`src/rtl/arb_rr8_ctrl_pkg.sv`:
```
`default_nettype none
// ----------------------------------------------------------------------------
// arb_rr8_ctrl_pkg : shared types, sizes and rotate-priority pick function
// Rev 1.0
// ----------------------------------------------------------------------------
package arb_rr8_ctrl_pkg;

  localparam int NREQ = 8;
  localparam int IDXW = 3;

  typedef enum logic {
    ST_IDLE = 1'b0,
    ST_BUSY = 1'b1
  } state_t;

  // Scans last+1, last+2, ... wrapping mod 8; last itself is checked last so
  // the previous owner has the lowest priority.
  function automatic logic [IDXW-1:0] rr_pick(input logic [NREQ-1:0] req,
                                              input logic [IDXW-1:0] last);
    logic [IDXW-1:0] pick;
    logic [IDXW-1:0] cand;
    logic            found;
    pick  = last;
    found = 1'b0;
    for (int i = 1; i <= NREQ; i++) begin
      cand = last + IDXW'(i);
      if (!found && req[cand]) begin
        pick  = cand;
        found = 1'b1;
      end
    end
    return pick;
  endfunction

endpackage
`default_nettype wire

```
`src/rtl/arb_rr8_ctrl_onehot_dec3to8.sv`:
```
`default_nettype none
// ----------------------------------------------------------------------------
// onehot_dec3to8 : enabled 3-to-8 one-hot decoder driving the grant lines
// Rev 1.0
// ----------------------------------------------------------------------------
module onehot_dec3to8
  import arb_rr8_ctrl_pkg::*;
(
  input  logic [IDXW-1:0] idx_i,
  input  logic            en_i,
  output logic [NREQ-1:0] onehot_o
);

  for (genvar i = 0; i < NREQ; i++) begin : g_dec
    assign onehot_o[i] = en_i && (idx_i == IDXW'(i));
  end

endmodule
`default_nettype wire

```
`src/rtl/arb_rr8_ctrl.sv`:
```
`default_nettype none
// ----------------------------------------------------------------------------
// arb_rr8_ctrl : 8-way round-robin arbiter with registered grant and hold timeout
// Rev 1.0
// ----------------------------------------------------------------------------
module arb_rr8_ctrl
  import arb_rr8_ctrl_pkg::*;
#(
  parameter int HOLD_MAX = 16,
  parameter int CW       = 8
) (
  input  logic            clk,
  input  logic            rst_n,
  input  logic [NREQ-1:0] req_i,
  input  logic            done_i,
  output logic [NREQ-1:0] grant_o,
  output logic [IDXW-1:0] grant_idx_o,
  output logic            grant_valid_o,
  output logic            timeout_o
);

  localparam logic [CW-1:0] HOLD_LIM = CW'(HOLD_MAX - 1);

  state_t          state_q, state_d;
  logic [IDXW-1:0] idx_q, idx_d;
  logic [IDXW-1:0] last_q, last_d;
  logic [CW-1:0]   cnt_q, cnt_d;
  logic            valid_q, valid_d;
  logic            timeout_q, timeout_d;

  logic [IDXW-1:0] pick_idx;
  logic            hold_hit;
  logic            owner_quit;

  assign pick_idx   = rr_pick(req_i, last_q);
  assign hold_hit   = (cnt_q == HOLD_LIM);
  assign owner_quit = done_i || !req_i[idx_q];

  always_ff @(posedge clk or negedge rst_n) begin
    if (!rst_n) begin
      state_q   <= ST_IDLE;
      idx_q     <= '0;
      last_q    <= IDXW'(NREQ - 1);
      cnt_q     <= '0;
      valid_q   <= 1'b0;
      timeout_q <= 1'b0;
    end else begin
      state_q   <= state_d;
      idx_q     <= idx_d;
      last_q    <= last_d;
      cnt_q     <= cnt_d;
      valid_q   <= valid_d;
      timeout_q <= timeout_d;
    end
  end

  always_comb begin
    state_d   = state_q;
    idx_d     = idx_q;
    last_d    = last_q;
    cnt_d     = cnt_q;
    valid_d   = valid_q;
    timeout_d = 1'b0;
    case (state_q)
      ST_IDLE: begin
        if (|req_i) begin
          idx_d   = pick_idx;
          last_d  = pick_idx;
          cnt_d   = '0;
          valid_d = 1'b1;
          state_d = ST_BUSY;
        end
      end
      ST_BUSY: begin
        cnt_d = cnt_q + CW'(1);
        if (owner_quit || hold_hit) begin
          valid_d   = 1'b0;
          state_d   = ST_IDLE;
          // A forced release is flagged only when the counter is the sole cause.
          timeout_d = hold_hit && !owner_quit;
        end
      end
      default: begin
        state_d = ST_IDLE;
        valid_d = 1'b0;
      end
    endcase
  end

  onehot_dec3to8 u_dec (
    .idx_i    (idx_q),
    .en_i     (valid_q),
    .onehot_o (grant_o)
  );

  assign grant_idx_o   = idx_q;
  assign grant_valid_o = valid_q;
  assign timeout_o     = timeout_q;

endmodule
`default_nettype wire

```
`config.mk`:
```
export PLATFORM = sky130hd
export DESIGN_NAME = arb_rr8_ctrl
export DESIGN_NICKNAME = d
export VERILOG_FILES = /design/src/rtl/arb_rr8_ctrl_pkg.sv /design/src/rtl/arb_rr8_ctrl_onehot_dec3to8.sv /design/src/rtl/arb_rr8_ctrl.sv
export SDC_FILE = /design/constraint.sdc
export NUM_CORES = 1
export LEC_CHECK = 0
export ABC_AREA = 1
export CAP_MARGIN = 20
export CORE_MARGIN = 2
export CORE_UTILIZATION = 59
export CTS_CLUSTER_SIZE = 20
export DETAILED_ROUTE_END_ITERATION = 10
export HOLD_SLACK_MARGIN = 0.05
export PLACE_DENSITY = 0.86
export SYNTH_ARGS = -nofsm -noshare
export SYNTH_HDL_FRONTEND = slang
export SYNTH_HIERARCHICAL = 1
export SYNTH_SLANG_ARGS = --single-unit
```
`constraint.sdc`:
```
create_clock -name clk -period 3.96 [get_ports clk]
set_clock_uncertainty 0.15 [all_clocks]
set_input_delay 0.594 -clock clk [delete_from_list [all_inputs] [get_ports clk]]
set_output_delay 0.594 -clock clk [all_outputs]
set_load 0.01 [all_outputs]
```
# After elaboration in Yosys (flattened, before gate mapping)

Cells that the tools add are included.

Flip-flop bits (word level): 17
Output and inout port bits: 13

Add/sub/neg operators: 8
Order comparisons: 9
Eq/ne operators: 10
Muxes and demuxes: 43
Bitwise logic cells: 1
Reduce and logical (&&, ||, !) cells: 31

Operators by type and width:

| cell                                                        | count |
|---|---|
| less-than comparator 3 x 4 -> 1 bit (second input constant) | 9 |
| binary-select mux 1 bit (select 3 bit)                      | 9 |
| two-way mux 3 bit                                           | 8 |
| two-way mux 1 bit                                           | 22 |
| logical AND 1 bit                                           | 16 |
| one-hot mux 8 bit (2 select lines)                          | 1 |
| adder 3 bit (second input constant)                         | 4 |
| equality test 3 bit (second input constant)                 | 4 |
| zero test 1 bit                                             | 9 |
| adder 8 x 1 -> 8 bit (second input constant)                | 1 |
| equality test 8 x 4 -> 1 bit (second input constant)        | 1 |
| two-way mux 8 bit                                           | 1 |
| OR reduction 8 bit                                          | 1 |
| adder 3 x 2 -> 3 bit (second input constant)                | 2 |
| equality test 3 x 2 -> 1 bit (second input constant)        | 2 |
| one-hot mux 1 bit (2 select lines)                          | 2 |
| AND reduction 2 bit                                         | 2 |
| adder 3 x 1 -> 3 bit (second input constant)                | 1 |
| equality test 3 x 1 -> 1 bit (second input constant)        | 1 |
| zero test 3 bit                                             | 1 |
| logical OR 1 bit                                            | 2 |
| inequality test 2 x 1 -> 1 bit (second input constant)      | 1 |
| inequality test 2 bit (second input constant)               | 1 |
| NOT 1 bit                                                   | 1 |

# Depth between registers and ports, before layout

Depth after elaboration: 25
Depth in mapped cells: 18
Gate-level depth less buffers: 17

# Hierarchy

Netlist, hierarchy kept.

Modules (own cells, without submodules):

| module         | times used | cells each | area an instance (um^2) | sequential area each (um^2) |
|---|---|---|---|---|
| arb_rr8_ctrl   | 1          | 233        | 1,562.7                 | 429.2 |
| onehot_dec3to8 | 1          | 17         | 63.8                    | 0.0 |

# Worst setup path after synthesis

OpenSTA, ideal clock, no wires.

Path kind: reg2reg
From: register last_q[1]
To: register idx_q[1] (netlist: grant_idx_o[1])
Setup time: 0.118 ns
Data arrival time: 2.200 ns
Path slack: 1.491 ns
Cell stages (with the launch flop): 19
Path buffers: 2
Period minus slack after synthesis: 2.469 ns
Cell sequence: dfstp_2 -> buf_4 -> inv_2 -> ha_1 -> buf_2 -> inv_2 -> nand3_2 -> nand3_2 -> nand2_2 -> inv_2 -> nand3_4 -> nor2_4 -> nand4_2 -> nand2_1 -> inv_1 -> nand2_1 -> nand2_1 -> nand2_1 -> nand2_1

Cells in the longest elaborated chain, start to end: 25
Elaborated cells between the ends (all ways): 52
Those cells by class: add/sub (7); mux (31); reduce/logical (14)

RTL lines:

| item                                    | line                   | source |
|---|---|---|
| start: declaration                      | arb_rr8_ctrl.sv:26     | `logic [IDXW-1:0] last_q, last_d;` |
| start signal: assignment                | arb_rr8_ctrl.sv:43     | `last_q <= IDXW'(NREQ - 1);` |
| start signal: assignment                | arb_rr8_ctrl.sv:50     | `last_q <= last_d;` |
| adder 3 x 1 -> 3 bit                    | arb_rr8_ctrl_pkg.sv:26 | `cand = last + IDXW'(i);` |
| binary-select mux 1 bit (select 3 bit)  | arb_rr8_ctrl_pkg.sv:27 | `if (!found && req[cand]) begin` |
| two-way mux 1 bit (implied by the code) | arb_rr8_ctrl_pkg.sv:27 |  |
| two-way mux 1 bit                       | arb_rr8_ctrl_pkg.sv:27 |  |
| zero test 1 bit                         | arb_rr8_ctrl_pkg.sv:27 |  |
| logical AND 1 bit                       | arb_rr8_ctrl_pkg.sv:27 |  |
| two-way mux 1 bit                       | arb_rr8_ctrl_pkg.sv:27 |  |
| zero test 1 bit                         | arb_rr8_ctrl_pkg.sv:27 |  |
| [9 not listed]                          | --                     |  |
| logical AND 1 bit                       | arb_rr8_ctrl_pkg.sv:27 |  |
| two-way mux 1 bit                       | arb_rr8_ctrl_pkg.sv:27 |  |
| zero test 1 bit                         | arb_rr8_ctrl_pkg.sv:27 |  |
| logical AND 1 bit                       | arb_rr8_ctrl_pkg.sv:27 |  |
| two-way mux 1 bit                       | arb_rr8_ctrl_pkg.sv:27 |  |
| zero test 1 bit                         | arb_rr8_ctrl_pkg.sv:27 |  |
| logical AND 1 bit                       | arb_rr8_ctrl_pkg.sv:27 |  |
| two-way mux 3 bit (*)                   | arb_rr8_ctrl_pkg.sv:27 |  |
| end signal: assignment                  | arb_rr8_ctrl.sv:49     | `idx_q <= idx_d;` |
| end: declaration                        | arb_rr8_ctrl.sv:25     | `logic [IDXW-1:0] idx_q, idx_d;` |

Every way passes the cells marked *; elsewhere a longest branch is shown, timed or not. The select of a mux whose other input is x is not followed.
A chain may end at the register's enable or synchronous reset.

# Worst setup path after layout

From: register last_q[0]
To: register last_q[2]

Cells in the longest elaborated chain, start to end: 25
Elaborated cells between the ends (all ways): 52
Those cells by class: add/sub (7); mux (31); reduce/logical (14)

RTL lines:

| item                                    | line |
|---|---|
| adder 3 x 1 -> 3 bit                    | arb_rr8_ctrl_pkg.sv:26 |
| binary-select mux 1 bit (select 3 bit)  | arb_rr8_ctrl_pkg.sv:27 |
| two-way mux 1 bit (implied by the code) | arb_rr8_ctrl_pkg.sv:27 |
| two-way mux 1 bit                       | arb_rr8_ctrl_pkg.sv:27 |
| zero test 1 bit                         | arb_rr8_ctrl_pkg.sv:27 |
| logical AND 1 bit                       | arb_rr8_ctrl_pkg.sv:27 |
| two-way mux 1 bit                       | arb_rr8_ctrl_pkg.sv:27 |
| zero test 1 bit                         | arb_rr8_ctrl_pkg.sv:27 |
| [9 not listed]                          | -- |
| logical AND 1 bit                       | arb_rr8_ctrl_pkg.sv:27 |
| two-way mux 1 bit                       | arb_rr8_ctrl_pkg.sv:27 |
| zero test 1 bit                         | arb_rr8_ctrl_pkg.sv:27 |
| logical AND 1 bit                       | arb_rr8_ctrl_pkg.sv:27 |
| two-way mux 1 bit                       | arb_rr8_ctrl_pkg.sv:27 |
| zero test 1 bit                         | arb_rr8_ctrl_pkg.sv:27 |
| logical AND 1 bit                       | arb_rr8_ctrl_pkg.sv:27 |
| two-way mux 3 bit (*)                   | arb_rr8_ctrl_pkg.sv:27 |

Marked as above.

==> flow_summary.toml <==
[status]
status = "finished clean"

[timing]
period_share_pct = 72.3
fin_setup_tns_ns = 0
slew_headroom_pct = 52.1
hold_viol = 0
tightestPinTransition_ns = 0.716
grt_setup_unrepaired = "no"
finalSetupViolations = 0
period_minus_slack_ns = 2.86
drv_slew = 0
fmax_ghz = 0.349
fin_ws_ns = 1.10

[routing]
dr.pass1.iters = 4
via_per_inst = 5.62
postRouteAntennaNets = 0
avgRoutedWirePerCell_um = 13.2
wirelength_um = 4000
drtIter0Drc = 117
vias = 1696
remaining_drc_errors = 0

[die]
die_y_um = 56.5
rows = 19
start_util_pct = 60.5
coreArea_um2 = 2690
dieArea_um2 = 3190
ioPinCount = 24
die_x_um = 56.5

[pwr]
cellPowerDensity_nw_per_um2 = 1010
vdd_drop_max_uv = 825
p_leak_uw = 0.000908

[global_route]
grt_max_degree = 18
grt_pass1_wl_um = 6940
grt_use_total_pct = 27.0
grtUsageMet1_pct = 35.0
grt_use_met2_pct = 48.0
grt_overflow = 0
grtUsageMet3_pct = 2.30
antenna_found_initial = 0
busiest_layer = "met2"
grt_pass1_vias = 1591

[hold_path]
hold_class = "reg2reg"
hold_depth = 1

[layout]
drive_above_1_share_pct = 14.4
syn_to_final_growth_pct = 15.5
nNetsFinal = 286
antenna_cells = 0

[synthesis]
ys_ff_latch = 17
synth_cell_types = 34
syn_avg_cell_area_um2 = 6.51
synth_cells = 250
yosys_warnings = 6
syn_nets = 264
syn-cell-area_um2 = 1630
seq_area_frac_synth_pct = 26.4

[worst_setup_path]
cp_num_buf_inv = 4
cp.arrival_ns = 2.94
crit_family = "simple AND/OR/NAND/NOR gates"
crit_fanout = 13
critical_path_depth = 15
slowest_stage = "dfstp_2"
criticalPathCategory = "reg2reg"
path_cells = "inv_2 -> ha_1 -> inv_2 -> nand3_2 -> nand3_2 -> nand2_2 -> inv_2 -> nand3_4 -> nor2_4 -> nand3_2 -> o21ai_1 -> inv_1 -> nand2_1 -> nand3_1 -> nand2_1"
critPathMaxStageDelay_ns = 0.68
cp-start-kind = "register"
setup.worst_path.end_class = "register"
required_ns = 4.04
ff2ff_path_depth = 15

[cts]
root_buffer = "clkbuf_4"
insertion_delay_ns = 0.29
h-tree-depth = 1
cts_setup_buffers = 0
cts_tree = "built"
cts_sinks = 17
cts_hold_buf = 0
cts_inserted_buffers = 3
cts_resized = 0
path_clk_slew_ns = 0.09
clk_path_buf_depth = 2

[placement]
dp_worst_setup_slack_ns = 1.13
dp_hpwl_um = 3200
place_congestion = 0.903
port_buffers = 23

[flow_run]
maxCapViolations = 0
==> per-stage QoR <==
step | instances | util [%] | hold WS, ns | instance area [µm²] | power [µW]
after floorplan | 250 | - | 0.148 | 1630 | 1470
after global placement | 298 | 69.0 | 0.340 | 1850 | 1770
after detailed placement | 298 | 69.0 | 0.349 | 1850 | 1790
after CTS | 302 | 70.0 | 0.376 | 1880 | 1880
after global routing | 302 | 70.0 | 0.412 | 1880 | 2100
final | 302 | 70.0 | 0.382 | 1880 | 1890
==> area by class of cell <==
cell class                 instances  area [µm²]
multi-input combinational        196        1040
fill                             247         807
sequential                        17         429
timing repair buffer              23         230
inverter                          31         116
tap                               31        38.8
clock buffer                       4        26.3
==> worst register-to-register path, delay by kind of cell (launching register included) <==
kind | cells | cell delay, ns
AO/OA/AOI/OAI | 1 | 0.13
buffers and inverters | 4 | 0.50
adder cells (fa/ha/maj) | 1 | 0.46
flip-flops | 1 | 0.68
AND/OR/NAND/NOR | 9 | 0.90
==> final timing paths <==
path	startpoint	end	slack (ns)
worst max register to register	last_q[0]$_DFFE_PN1P_	last_q[2]$_DFFE_PN1P_	1.10
worst min-delay path	cnt_q[7]$_DFFE_PN0P_	cnt_q[7]$_DFFE_PN0P_	0.38
worst max-delay path	last_q[0]$_DFFE_PN1P_	last_q[2]$_DFFE_PN1P_	1.10
worst min register to register	cnt_q[7]$_DFFE_PN0P_	cnt_q[7]$_DFFE_PN0P_	0.38
min in group asynchronous	rst_n	cnt_q[0]$_DFFE_PN0P_	0.58
max in group asynchronous	rst_n	cnt_q[6]$_DFFE_PN0P_	2.63
==> cells in the mapped netlist <==
cell / number / area [µm²]
buf_6: 1 / 11.3
o221ai_1: 1 / 8.76
clkinv_1: 1 / 3.75
nand2_2: 9 / 56.3
ha_1: 3 / 37.5
xnor2_2: 1 / 16.3
clkbuf_1: 1 / 3.75
nand4_1: 4 / 25.0
nor2_1: 24 / 90.1
a21oi_1: 3 / 15.0
nand4_2: 1 / 12.5
nor3_1: 2 / 10.0
buf_4: 3 / 22.5
buf_2: 1 / 5.00
dfrtp_1: 14 / 350
xnor2_4: 1 / 27.5
dfstp_2: 3 / 78.8
o21ai_0: 10 / 50.1
nor4_4: 1 / 21.3
and3_1: 1 / 6.26
nand3_2: 7 / 70.1
nand2_1: 77 / 289
o21bai_4: 1 / 18.8
inv_1: 20 / 75.1
inv_2: 10 / 37.5
o211ai_1: 1 / 7.51
nor3b_1: 1 / 7.51
nand3_1: 37 / 185
mux2i_1: 1 / 10.0
or3_1: 1 / 6.26
o21ai_1: 6 / 30.0
nor2_4: 1 / 11.3
xor2_1: 1 / 8.76
nand3_4: 1 / 17.5
==> power by group <==
group / leakage (µW) / switching [µW] / internal (µW)
sequential: 0.000213 / 132 / 246
combinational: 0.000679 / 916 / 512
clock: 0.0000150 / 49.0 / 39.2
==> flip-flops by register name (all words and copies together), names as in the netlist <==
register,flops
cnt_q,8
grant_idx_o,3
last_q,3
grant_valid_o,1
state_q,1
timeout_o,1
==> kinds of logic after synthesis <==
family / after synthesis / share of synthesized area, %
DFF: 17 / 26.4
and+or+nand+nor: 167 / 49.7
AOI/OAI and AO/OA: 22 / 8.00
muxes: 1 / 0.615
adders and majority gates: 3 / 2.31
xor gates and xnor gates: 3 / 3.23
buffers and inverters: 37 / 9.77
==> cell usage in the layout, fill, tap and decap left out, drive strengths merged <==
master and count:
nor4 1, inv 30, nor3b 1, dfstp 3, clkdlybuf4s50 23, nor3 2, xor2 1, ha 3
dfrtp 14, clkbuf 4, and3 1, nand3 45, a21oi 3, o211ai 1, nand2 86, o221ai 1
nor2 25, o21bai 1, mux2i 1, clkinv 1, nand4 5, or3 1, xnor2 2, o21ai 16
==> metal layers <==
metal	wire length, µm	up-vias
met5	0	-
met4	52	0
met3	212	5
met2	2090	54
met1	1640	788
li1	-	849
Power figures use the tool's default switching activity.
